==> config.mk <==
export PLATFORM = sky130hd
export DESIGN_NAME = fft_frame_stage
export DESIGN_NICKNAME = d
export VERILOG_FILES = /design/src/rtl/fft_frame_stage.sv
export SDC_FILE = /design/constraint.sdc
export NUM_CORES = 1
export LEC_CHECK = 0
export CAP_MARGIN = 20
export CELL_PAD_IN_SITES_DETAIL_PLACEMENT = 0
export CELL_PAD_IN_SITES_GLOBAL_PLACEMENT = 1
export CORE_MARGIN = 2
export CORE_UTILIZATION = 46
export DETAILED_ROUTE_END_ITERATION = 8
export MAX_ROUTING_LAYER = met4
export PLACE_DENSITY = 0.95
export REMOVE_ABC_BUFFERS = 1
export SETUP_SLACK_MARGIN = 0.05
export SLEW_MARGIN = 20
export SYNTH_ARGS = -nofsm -noshare
export SYNTH_HDL_FRONTEND = slang
export SYNTH_SLANG_ARGS = --single-unit
==> constraint.sdc <==
create_clock -name clk -period 5 [get_ports clk]
set_input_delay 1 -clock clk [delete_from_list [all_inputs] [get_ports clk]]
set_output_delay 1 -clock clk [all_outputs]
set_load 0.005 [all_outputs]
==> src/rtl/fft_frame_stage.sv <==
// ---------------------------------------------------------------------------
// fft_frame_stage
//
// Streaming front-end for the spectrum FFT path. Time-interleaved complex
// samples arrive tagged with a channel number. Each channel keeps its own
// frame position counter and a {shift, bitrev} configuration that is latched
// on the first beat of every frame. Every forwarded beat is sign-extended,
// shifted left by the latched amount and tagged with its natural or
// bit-reversed index. Frame-boundary problems are flagged. A 2-entry skid
// buffer gives lossless backpressure with a registered s_ready.
//
// Ports
//   clk, rst_n          : clock, asynchronous active-low reset
//   s_valid / s_ready   : input handshake (s_ready is registered)
//   s_real, s_imag      : signed input sample, DATA_W bits
//   s_chan              : channel of the input beat
//   s_last              : upstream end-of-frame marker for s_chan
//   cfg_shift           : left shift 0..4 (5..7 behave as 4)
//   cfg_bitrev          : 1 = m_index is the bit-reversed frame position
//   m_valid / m_ready   : output handshake
//   m_real, m_imag      : scaled signed sample, OUT_W bits
//   m_chan, m_index     : channel tag and index within the frame
//   m_last              : end of frame for m_chan
//   err_short/long/chan : one-cycle error pulses
//   err_sticky          : OR of all error pulses since reset
// ---------------------------------------------------------------------------
module fft_frame_stage #(
    parameter int N      = 1024,
    parameter int DATA_W = 16,
    parameter int OUT_W  = DATA_W + 5,
    parameter int NUM_CH = 1,
    localparam int IDX_W = $clog2(N),
    localparam int CH_W  = (NUM_CH > 1) ? $clog2(NUM_CH) : 1
) (
    input  logic                     clk,
    input  logic                     rst_n,
    input  logic                     s_valid,
    output logic                     s_ready,
    input  logic signed [DATA_W-1:0] s_real,
    input  logic signed [DATA_W-1:0] s_imag,
    input  logic [CH_W-1:0]          s_chan,
    input  logic                     s_last,
    input  logic [2:0]               cfg_shift,
    input  logic                     cfg_bitrev,
    output logic                     m_valid,
    input  logic                     m_ready,
    output logic signed [OUT_W-1:0]  m_real,
    output logic signed [OUT_W-1:0]  m_imag,
    output logic [CH_W-1:0]          m_chan,
    output logic [IDX_W-1:0]         m_index,
    output logic                     m_last,
    output logic                     err_short,
    output logic                     err_long,
    output logic                     err_chan,
    output logic                     err_sticky
);

    // Per-channel state is sized to the full s_chan range so indexing never
    // goes out of bounds; entries at or above NUM_CH are never written.
    localparam int CH_DEPTH = 1 << CH_W;
    localparam logic [IDX_W-1:0] LAST_IDX = IDX_W'(N - 1);

    typedef struct packed {
        logic signed [OUT_W-1:0] re;
        logic signed [OUT_W-1:0] im;
        logic [CH_W-1:0]         chan;
        logic [IDX_W-1:0]        index;
        logic                    last;
    } beat_t;

    typedef enum logic [1:0] {
        ST_EMPTY,
        ST_ONE,
        ST_FULL
    } state_t;

    // Registered state
    logic [IDX_W-1:0] cnt_q    [CH_DEPTH];
    logic [IDX_W-1:0] cnt_d    [CH_DEPTH];
    logic [2:0]       shift_q  [CH_DEPTH];
    logic [2:0]       shift_d  [CH_DEPTH];
    logic             bitrev_q [CH_DEPTH];
    logic             bitrev_d [CH_DEPTH];

    state_t state_q, state_d;
    beat_t  out_q, out_d;
    beat_t  skid_q, skid_d;
    logic   s_ready_q, s_ready_d;
    logic   m_valid_q, m_valid_d;
    logic   err_short_q, err_short_d;
    logic   err_long_q, err_long_d;
    logic   err_chan_q, err_chan_d;
    logic   err_sticky_q, err_sticky_d;

    // Input-side combinational signals
    logic                    accept;
    logic                    push;
    logic                    chan_bad;
    logic [IDX_W-1:0]        cur_cnt;
    logic [IDX_W-1:0]        idx_rev;
    logic                    frame_start;
    logic [2:0]              shift_clamped;
    logic [2:0]              eff_shift;
    logic                    eff_bitrev;
    logic signed [OUT_W-1:0] re_ext;
    logic signed [OUT_W-1:0] im_ext;
    beat_t                   in_beat;

    // A beat on a non-existent channel is still accepted (so upstream never
    // stalls on it) but only "push" beats reach the counters and the buffer.
    assign chan_bad = (32'(s_chan) >= 32'(NUM_CH));
    assign accept   = s_valid && s_ready_q;
    assign push     = accept && !chan_bad;

    // Build the outgoing beat. On the first beat of a frame the live cfg
    // inputs are used directly, since the latch only updates at this edge.
    always_comb begin
        cur_cnt       = cnt_q[s_chan];
        frame_start   = (cur_cnt == '0);
        shift_clamped = (cfg_shift > 3'd4) ? 3'd4 : cfg_shift;
        eff_shift     = frame_start ? shift_clamped : shift_q[s_chan];
        eff_bitrev    = frame_start ? cfg_bitrev : bitrev_q[s_chan];

        idx_rev = '0;
        for (int i = 0; i < IDX_W; i++) begin
            idx_rev[i] = cur_cnt[IDX_W-1-i];
        end

        // OUT_W leaves room for the largest shift, so no saturation needed.
        re_ext = {{(OUT_W-DATA_W){s_real[DATA_W-1]}}, s_real};
        im_ext = {{(OUT_W-DATA_W){s_imag[DATA_W-1]}}, s_imag};

        in_beat.re    = re_ext << eff_shift;
        in_beat.im    = im_ext << eff_shift;
        in_beat.chan  = s_chan;
        in_beat.index = eff_bitrev ? idx_rev : cur_cnt;
        in_beat.last  = (cur_cnt == LAST_IDX) || s_last;
    end

    // Per-channel frame counter and cfg latch. Any beat that closes a frame
    // (natural end, early s_last or missing s_last) restarts the count.
    always_comb begin
        cnt_d    = cnt_q;
        shift_d  = shift_q;
        bitrev_d = bitrev_q;
        if (push) begin
            cnt_d[s_chan] = in_beat.last ? '0 : cur_cnt + IDX_W'(1);
            if (frame_start) begin
                shift_d[s_chan]  = shift_clamped;
                bitrev_d[s_chan] = cfg_bitrev;
            end
        end
    end

    // Skid buffer. out_q feeds m_*, skid_q catches the beat accepted in the
    // cycle where downstream stalls while s_ready was still high.
    always_comb begin
        state_d = state_q;
        out_d   = out_q;
        skid_d  = skid_q;
        case (state_q)
            ST_EMPTY: begin
                if (push) begin
                    out_d   = in_beat;
                    state_d = ST_ONE;
                end
            end
            ST_ONE: begin
                if (push && m_ready) begin
                    out_d = in_beat;
                end else if (push) begin
                    skid_d  = in_beat;
                    state_d = ST_FULL;
                end else if (m_ready) begin
                    state_d = ST_EMPTY;
                end
            end
            ST_FULL: begin
                if (m_ready) begin
                    out_d   = skid_q;
                    state_d = ST_ONE;
                end
            end
            default: begin
                state_d = ST_EMPTY;
            end
        endcase

        s_ready_d = (state_d != ST_FULL);
        m_valid_d = (state_d != ST_EMPTY);
    end

    // Error pulses describe the beat accepted at the current edge.
    always_comb begin
        err_short_d  = push && s_last && (cur_cnt != LAST_IDX);
        err_long_d   = push && !s_last && (cur_cnt == LAST_IDX);
        err_chan_d   = accept && chan_bad;
        err_sticky_d = err_sticky_q || err_short_d || err_long_d || err_chan_d;
    end

    always_ff @(posedge clk or negedge rst_n) begin
        if (!rst_n) begin
            for (int c = 0; c < CH_DEPTH; c++) begin
                cnt_q[c]    <= '0;
                shift_q[c]  <= '0;
                bitrev_q[c] <= 1'b0;
            end
            state_q      <= ST_EMPTY;
            out_q        <= '0;
            skid_q       <= '0;
            s_ready_q    <= 1'b1;
            m_valid_q    <= 1'b0;
            err_short_q  <= 1'b0;
            err_long_q   <= 1'b0;
            err_chan_q   <= 1'b0;
            err_sticky_q <= 1'b0;
        end else begin
            cnt_q        <= cnt_d;
            shift_q      <= shift_d;
            bitrev_q     <= bitrev_d;
            state_q      <= state_d;
            out_q        <= out_d;
            skid_q       <= skid_d;
            s_ready_q    <= s_ready_d;
            m_valid_q    <= m_valid_d;
            err_short_q  <= err_short_d;
            err_long_q   <= err_long_d;
            err_chan_q   <= err_chan_d;
            err_sticky_q <= err_sticky_d;
        end
    end

    assign s_ready    = s_ready_q;
    assign m_valid    = m_valid_q;
    assign m_real     = out_q.re;
    assign m_imag     = out_q.im;
    assign m_chan     = out_q.chan;
    assign m_index    = out_q.index;
    assign m_last     = out_q.last;
    assign err_short  = err_short_q;
    assign err_long   = err_long_q;
    assign err_chan   = err_chan_q;
    assign err_sticky = err_sticky_q;

endmodule

==> results_dict.tcl, run 1 <==
set metrics [dict create \
    track_usage_pct 27.9 \
    swShare_pct 31.4 \
    worst_ep_required_time_ns 5.29 \
    crit_top_cell "nand2_1" \
    dr.pass1.iters 5 \
    peakVddDrop_v 0.000267 \
    reg2regPathDepth 7 \
    ios 102 \
    worst_slew_pin_slew_ns 0.960 \
    crit_cells 10 \
    ys_types 70 \
    place_inst 1241 \
    power.net_switching_mw 1.36 \
    drive_gt1_share_pct 10.3 \
    p_leak_nw 4.33 \
    crit_fanout 19 \
    fin_worst_hold_slack_ns 0.380 \
    grt_overflow 0 \
    ctsHoldBuffers 0 \
    crit_buf_inv 1 \
    grt_pass1_wl_um 42000 \
    critPathSlowestCell "o22a_1" \
    timing.final.crit_share_pct 78.8 \
    finalClockSkew_ns 0.0109 \
    comb_power_share_pct 29.6 \
    start_util_pct 46.8 \
    finalHoldViolations 0 \
    pwr-share-clk_pct 32.2 \
    syn_to_final_growth_pct 21.5 \
    root_buffer "clkbuf_16" \
    clk_pin_slew_ns 0.06 \
    fp-row-count 49 \
    drt_iter0_drc 768 \
    post_dp_cell_area_mm2 0.00954 \
    stdcell_count 1271 \
    hp-class "reg -> reg" \
    min_period_ns 3.94 \
    max_freq_mhz 254 \
    outcome "complete, no violations" \
    path_class "in -> reg" \
    hold_path_depth 0 \
    synth-async-reset-ratio_pct 100 \
    vias 7961 \
    critical_path.max_stage_delay_ns 0.47 \
    p_int_mw 2.97 \
    avgSynthCellArea_um2 8.64 \
    crit_family "simple AND/OR/NAND/NOR gates" \
    die_y_um 139 \
    clock_sinks 144 \
    synth-edff-count 0 \
    finalPower_mw 4.33 \
    dp_hpwl_um 17800 \
    via_per_inst 6.26 \
    setup_viol 0 \
    antenna_found_initial 0 \
    ys_seq_area_share_pct 43.1 \
    htree_levels 4 \
    post-route-drc-count 0 \
    ys.flop_type "dfrtp_1" \
    max-slew-margin-rel_pct 35.7 \
    finalWeightedCongestion 0.995 \
    syn_area_mm2 0.00837 \
    powerDensity_mw_per_mm2 425 \
    post_cts_buffers 0 \
    routedWlPerCell_um 20.4 \
    path_cells "buf_2 -> mux2i_1 -> ha_1 -> nand2_1 -> o22a_1 -> or3_4 -> nand2_1 -> nand2_1 -> o221ai_1 -> o21ai_0" \
    clock_latency_ns 0.43 \
    grt_pass1_vias 7575 \
    die_w_um 139 \
    fin_area_mm2 0.0102 \
    startpoint_type "primary input" \
    dieArea_mm2 0.0193 \
    postRouteAntennaNets 0 \
    yosysWarnings 0 \
    antennaDiodeCount 0 \
    cap_violations 0 \
    rsz0062_at_grt "no" \
    nets 1075 \
    maxSlewViolCount 0 \
    crit_path_end_kind "flip-flop" \
    cts_tree "done" \
    numCtsBuffers 17 \
    ctsResizeCount 0 \
    core-area_mm2 0.0179 \
    grt_max_degree 83 \
    port-buffer-count 101 \
    critPathArrivalTime_ns 4.23 \
    clockBufferDepth 2 \
    drt_wl_total_um 25900 \
    syn_inst 969 \
    seqPwrFrac_pct 38.2 \
    ys_ff_latch 144 \
    finalSetupTns_ns 0 \
]
-- power groups by stage --
stage	Sequential [mW]	Combinational [mW]	Clock [mW]
after floorplan	1.64	0.649	0
after global placement	1.66	1.25	0
after detailed placement	1.67	1.27	0
after CTS	1.65	1.28	1.41
after global routing	1.69	1.40	1.46
final	1.65	1.28	1.39
-- routing by layer --
metal	GRT usage, %	vias to the layer above	routed length [um]
met1	39.6	3854	11600
met3	5.15	56	1790
met2	40.7	388	11900
met5	-	-	0
met4	9.14	0	597
li1	-	3663	-
-- logic make-up after synthesis --
kind of cell / Yosys count / synth area share, %
fa+ha+maj: 2 / 0.299
simple gates: 358 / 19.6
xor+xnor: 2 / 0.209
flops: 144 / 43.1
buf+inv: 91 / 4.66
compound gates: 325 / 25.3
mux: 47 / 6.85
-- stage by stage --
step                      setup WS, ns  utilization (%)
after global placement           0.768             53.3
after CTS                         1.13             56.8
after detailed placement         0.673             53.3
final                             1.06             56.8
after global routing             0.830             56.8
after floorplan                  0.622                -
-- flip-flops by register name, indices dropped and copies added, names as in the netlist --
name and flops:
err_chan 1, m_index 10, m_last 1, bitrev_q 2
err_sticky 1, m_valid 1, m_chan 1, err_long 1
m_imag 21, state_q 2, err_short 1, s_ready 1
shift_q 6, cnt_q 20, skid_q 54, m_real 21
-- cells in the final DEF, fill, tap and decap left out, types with 6 or more instances in the layout --
cell and instances:
nand2b_1 6, clkdlybuf4s50_1 99, o21ai_1 23, inv_1 7, a21oi_1 61, a22oi_1 24, dfrtp_1 143, o211ai_1 12
o22ai_1 8, nand3_1 36, o221ai_1 6, nor2_1 40, o31ai_1 7, o21ai_0 85, a31oi_1 9, and3_1 24
clkbuf_16 17, buf_4 25, a211oi_1 25, mux2i_1 22, o21a_1 9, a32oi_1 9, nand2_1 195, or3_1 14
mux4_2 6, a22o_1 6, mux2_2 16
-- synth_stat cells (4+ instances only) --
library cell | count | share of area [%]
buf_2 | 15 | 0.90
inv_1 | 7 | 0.31
clkbuf_1 | 61 | 2.7
a311oi_1 | 5 | 0.52
nor2_1 | 40 | 1.8
a211oi_1 | 25 | 2.2
nand2b_1 | 6 | 0.45
nand3b_1 | 4 | 0.36
and3_1 | 24 | 1.8
or3_1 | 14 | 1.0
dfrtp_1 | 143 | 43
a21oi_1 | 62 | 3.7
a32oi_1 | 9 | 0.94
o22a_1 | 4 | 0.42
o221ai_1 | 6 | 0.63
mux2_2 | 16 | 2.2
nand3_1 | 36 | 2.2
a22oi_1 | 25 | 2.2
mux4_2 | 6 | 1.6
o211ai_1 | 12 | 1.1
nor3_1 | 7 | 0.42
nand2_1 | 197 | 8.8
o31ai_1 | 7 | 0.63
mux2i_1 | 22 | 2.6
a31oi_1 | 9 | 0.67
o21a_1 | 9 | 0.81
o22ai_1 | 8 | 0.60
a21o_1 | 4 | 0.36
a22o_1 | 6 | 0.63
o21ai_1 | 23 | 1.4
nor2b_1 | 6 | 0.45
nand4_1 | 5 | 0.37
o21ai_0 | 85 | 5.1
-- cell type report --
type / count / area (um2)
sequential: 144 / 3600
multi-input combinational: 734 / 4410
timing repair buffer: 127 / 1210
tap: 229 / 287
inverter: 7 / 26.3
fill: 1623 / 7730
clock buffer: 20 / 447
clock inverter: 10 / 185
-- worst paths after layout --
| kind | start | to | slack (ns) |
|---|---|---|---|
| min reg2reg | bitrev_q[0]$_DFFE_PN0P_ | bitrev_q[0]$_DFFE_PN0P_ | 0.38 |
| max | s_chan | m_imag[14]$_DFFE_PN0P_ | 1.06 |
| min in group asynchronous | rst_n | skid_q[44]$_DFFE_PN0P_ | 0.59 |
| max in group asynchronous | rst_n | skid_q[28]$_DFFE_PN0P_ | 3.40 |
| min | bitrev_q[0]$_DFFE_PN0P_ | bitrev_q[0]$_DFFE_PN0P_ | 0.38 |
| max reg2reg | cnt_q[16]$_DFFE_PN0P_ | m_imag[14]$_DFFE_PN0P_ | 1.64 |
No activity file was read; power rests on OpenSTA's default activity.
==> run 2: changes to the inputs <==
- CORE_UTILIZATION: 46 -> 43
- PLACE_DENSITY: 0.95 -> 0.92
- clock period: 5 -> 4 ns (I/O delays scaled with it)
==> results_dict.tcl, run 2 (synthesis results as in run 1) <==
set metrics [dict create \
    post_dp_cell_area_mm2 0.00972 \
    min_period_ns 3.40 \
    root_buffer "clkbuf_16" \
    clk_pin_slew_ns 0.06 \
    nets 1090 \
    startpoint_type "primary input" \
    fillCellCount 1874 \
    setup_viol 0 \
    multi_input_area_mm2 0.00441 \
    routedWlPerCell_um 19.9 \
    seq_area_mm2 0.00360 \
    ios 102 \
    core-area_mm2 0.0193 \
    path_cells "buf_2 -> mux2i_1 -> ha_1 -> nand2_1 -> o22a_1 -> buf_4 -> nor3_4 -> o21ai_0 -> a32oi_1 -> o221ai_1 -> o21ai_0" \
    syn_to_final_growth_pct 23.5 \
    postRouteAntennaNets 0 \
    reg2reg_to "skid_q[37]$_DFFE_PN0P_" \
    worst_ep_required_time_ns 4.34 \
    fp-row-count 51 \
    crit_buf_inv 2 \
    dieArea_mm2 0.0206 \
    clock_sinks 144 \
    max-slew-margin-rel_pct 39.5 \
    post_cts_buffers 0 \
    maxSlewViolCount 0 \
    cts_tree "done" \
    drt_iter0_drc 762 \
    crit_top_cell "o21ai_0" \
    clock_latency_ns 0.43 \
    finalPower_mw 5.37 \
    die_w_um 144 \
    place_inst 1292 \
    antennaDiodeCount 0 \
    start_util_pct 43.4 \
    finalClockSkew_ns 0.00995 \
    dp_hpwl_um 18700 \
    crit_path_end_kind "flip-flop" \
    r2r-start "cnt_q[2]$_DFFE_PN0P_" \
    powerDensity_mw_per_mm2 519 \
    path_class "in -> reg" \
    peakVddDrop_v 0.000322 \
    dr.pass1.iters 5 \
    crit_family "compound AO/OA/AOI/OAI gates" \
    ctsHoldBuffers 0 \
    fin_util_pct 53.6 \
    final_common_cell "nand2_1" \
    max_freq_mhz 294 \
    antenna_found_initial 0 \
    crit_fanout 14 \
    outcome "complete, no violations" \
    die_y_um 144 \
    critPathArrivalTime_ns 3.73 \
    htree_levels 4 \
    grt_overflow 0 \
    largest_reg_flops 54 \
    drive_gt1_share_pct 11.4 \
    reg2reg_slack_ns 0.79 \
    clockBufferDepth 2 \
    via_per_inst 5.97 \
    drt_wl_total_um 26200 \
    stdcell_count 1322 \
    rsz0062_at_grt "no" \
    largest_register "skid_q" \
    port-buffer-count 101 \
    track_usage_pct 27.4 \
    fin_area_mm2 0.0103 \
    timing.final.crit_share_pct 84.9 \
    critical_path.max_stage_delay_ns 0.39 \
    grt_max_degree 63 \
    grt_pass1_vias 7621 \
    ctsResizeCount 0 \
    fin_worst_hold_slack_ns 0.349 \
    cap_violations 0 \
    most-common-layout-cells "nand2_1, dfrtp_1, clkdlybuf4s50_1" \
    grt_pass1_wl_um 42600 \
    numCtsBuffers 17 \
    p_leak_nw 4.40 \
    finalHoldViolations 0 \
    crit_cells 11 \
    hp-class "in -> async" \
    finalWeightedCongestion 1.01 \
    vias 7895 \
    reg2regPathDepth 7 \
    worst_slew_pin_slew_ns 0.907 \
    critPathSlowestCell "mux2i_1" \
    post-route-drc-count 0 \
]
run 2: changes by cell type in the layout (fill, tap and decap cells not counted), sizes merged:
| cell | change |
|---|---|
| buf | +15 |
| clkbuf | +1 |
| bufinv | -1 |
run 2: worst reg2reg max path: stages (launching register included):
cell,delay (ns)
dfrtp_1,0.43
nor4_1,0.43
a22o_1,0.57
nand2_4,0.33
a311oi_2,0.60
o22ai_1,0.23
a21oi_1,0.36
o21ai_0,0.13
run 2: final cells by class:
cell class              instances  share of cell area, %
multi-input cells             734                   42.7
well taps                     265                   3.21
flip-flops and latches        144                   34.9
clock inverters                 9                   1.54
inverters                       7                  0.254
repair buffers                142                   13.1
clock buffers                  21                   4.36
run 2: worst max-delay path by stage:
stage | start | slack (ns) | to
floorplan | s_valid | -0.18 | m_real[18]$_DFFE_PN0P_
global placement | s_chan | 0.31 | m_imag[4]$_DFFE_PN0P_
detailed placement | s_chan | 0.23 | m_imag[12]$_DFFE_PN0P_
CTS | s_chan | 0.67 | m_imag[12]$_DFFE_PN0P_
global route | s_chan | 0.42 | m_imag[14]$_DFFE_PN0P_
finish | s_chan | 0.60 | m_imag[12]$_DFFE_PN0P_
run 2: where the power goes:
part,leakage [nW],internal [mW],switching [mW]
registers,1.83,1.85,0.214
clock network,0.294,1.06,0.613
logic,2.27,0.771,0.864
run 2: metrics by stage:
stage	TNS (ns)	setup WS, ns
after global routing	0	0.424
final	0	0.604
after floorplan	-1.97	-0.178
after CTS	0	0.667
after detailed placement	0	0.234
after global placement	0	0.310
run 2: routing by layer:
layer / share of wire (%) / wire length [um] / track usage (%) / vias to the layer above
met2: 46 / 12000 / 41.0 / 347
met1: 45 / 11900 / 38.5 / 3808
li1: - / - / - / 3686
met5: 0 / 0 / - / -
met4: 2.4 / 635 / 8.93 / 0
met3: 6.7 / 1770 / 4.03 / 54
==> run 3: changes to the inputs <==
- clock period: 4 -> 3.5 ns (I/O delays scaled with it)
==> results_dict.tcl, run 3 (synthesis results as in run 1) <==
set metrics [dict create \
    crit_top_cell "o21ai_0" \
    grt_pass1_vias 7597 \
    dieArea_mm2 0.0206 \
    finalHoldViolations 0 \
    ctsHoldBuffers 0 \
    clk_pin_slew_ns 0.06 \
    clockBufferDepth 2 \
    reg2reg_to "m_imag[14]$_DFFE_PN0P_" \
    finalClockSkew_ns 0.0116 \
    max_freq_mhz 317 \
    post-route-drc-count 0 \
    path_cells "or4_1 -> o22a_1 -> buf_4 -> nor3_4 -> o21ai_0 -> a32oi_1 -> o221ai_1 -> o21ai_0" \
    worst_slew_pin_slew_ns 1.08 \
    drt_iter0_drc 753 \
    critPathSlowestCell "or4_1" \
    ctsResizeCount 0 \
    largest_reg_flops 54 \
    post_cts_buffers 0 \
    cts_tree "done" \
    path_class "reg -> reg" \
    ios 102 \
    max-slew-margin-rel_pct 28.1 \
    nets 1119 \
    start_util_pct 43.4 \
    powerDensity_mw_per_mm2 572 \
    syn_to_final_growth_pct 25.9 \
    startpoint_type "flip-flop" \
    clock_latency_ns 0.43 \
    track_usage_pct 27.8 \
    setup_viol 0 \
    antenna_found_initial 0 \
    crit_path_end_kind "flip-flop" \
    most-common-layout-cells "nand2_1, dfrtp_1, clkdlybuf4s50_1" \
    worst_ep_required_time_ns 3.85 \
    clock_sinks 144 \
    core-area_mm2 0.0193 \
    rsz0062_at_grt "no" \
    drt_wl_total_um 27100 \
    dp_hpwl_um 19200 \
    min_period_ns 3.16 \
    grt_overflow 0 \
    final_common_cell "nand2_1" \
    grt_max_degree 78 \
    fp-row-count 51 \
    peakVddDrop_v 0.000386 \
    root_buffer "clkbuf_16" \
    post-place-ws_ns -0.0168 \
    critical_path.max_stage_delay_ns 0.60 \
    routedWlPerCell_um 20.0 \
    drive_gt1_share_pct 14.2 \
    cap_violations 0 \
    critPathArrivalTime_ns 3.51 \
    p_leak_nw 4.52 \
    outcome "complete, no violations" \
    largest_register "skid_q" \
    reg2regPathDepth 8 \
    postRouteAntennaNets 0 \
    die_w_um 144 \
    maxSlewViolCount 0 \
    port-buffer-count 101 \
    hp-class "in -> async" \
    fin_worst_hold_slack_ns 0.308 \
    finalWeightedCongestion 0.952 \
    fin_util_pct 54.7 \
    numCtsBuffers 17 \
    dr.pass1.iters 6 \
    htree_levels 4 \
    reg2reg_slack_ns 0.34 \
    r2r-start "cnt_q[16]$_DFFE_PN0P_" \
    vias 7996 \
    via_per_inst 5.91 \
    die_y_um 144 \
    crit_fanout 10 \
    timing.final.crit_share_pct 90.3 \
    grt_pass1_wl_um 42800 \
    layout_setup_ws_ns 0.341 \
]
==> run 3: layout make-up <==
class                           instances  area [um2]
Multi-Input combinational cell        734        4410
Fill cell                            1801        8740
Clock inverter                         14         128
Sequential cell                       144        3600
Antenna cell                            1        2.50
Tap cell                              265         332
Clock buffer                           18         439
Timing Repair Buffer                  171        1600
Inverter                                7        26.3
==> run 3: how the worst max path moves through the flow <==
stage	start	end	slack (ns)	cells after the start
2_1_floorplan	s_valid	m_real[18]$_DFFE_PN0P_	-0.58	7
3_3_place_gp	s_chan	m_imag[4]$_DFFE_PN0P_	0.05	10
3_5_place_dp	s_chan	skid_q[18]$_DFFE_PN0P_	-0.02	13
4_1_cts	cnt_q[16]$_DFFE_PN0P_	skid_q[18]$_DFFE_PN0P_	0.38	10
5_1_grt	cnt_q[16]$_DFFE_PN0P_	m_imag[12]$_DFFE_PN0P_	0.18	8
6_report	cnt_q[16]$_DFFE_PN0P_	m_imag[14]$_DFFE_PN0P_	0.34	8
==> run 3: critical path, delay by kind of cell (launching register included) <==
kind	cells	cell delay [ns]
flops	1	0.45
simple gates	2	1.03
compound gates	5	1.35
buf+inv	1	0.24
==> run 3: layer usage <==
metal  share of wire, %  global-route usage (%)  routed length (um)  vias to the layer above
li1                   -                       -                   -                     3752
met1                 46                    39.4               12500                     3889
met2                 45                    41.1               12300                      325
met3                6.8                    5.60                1850                       30
met4                1.7                    7.17                 459                        0
met5                  0                       -                   0                        -
==> run 3: per-stage QoR <==
step | instances | setup TNS (ns) | area, um2 | total power, mW
floorplan | 885 | -20.85 | 8010 | 3.27
detailed placement | 1321 | -0.0302 | 9970 | 4.30
global placement | 1321 | 0 | 9970 | 4.26
global route | 1353 | 0 | 10500 | 6.38
finish | 1354 | 0 | 10500 | 6.03
CTS | 1353 | 0 | 10500 | 6.05
==> run 3: power by group <==
part	switching, mW	internal, mW	total (mW)
clock	0.798	0.949	1.75
sequential	0.237	2.11	2.35
combinational	0.998	0.935	1.93
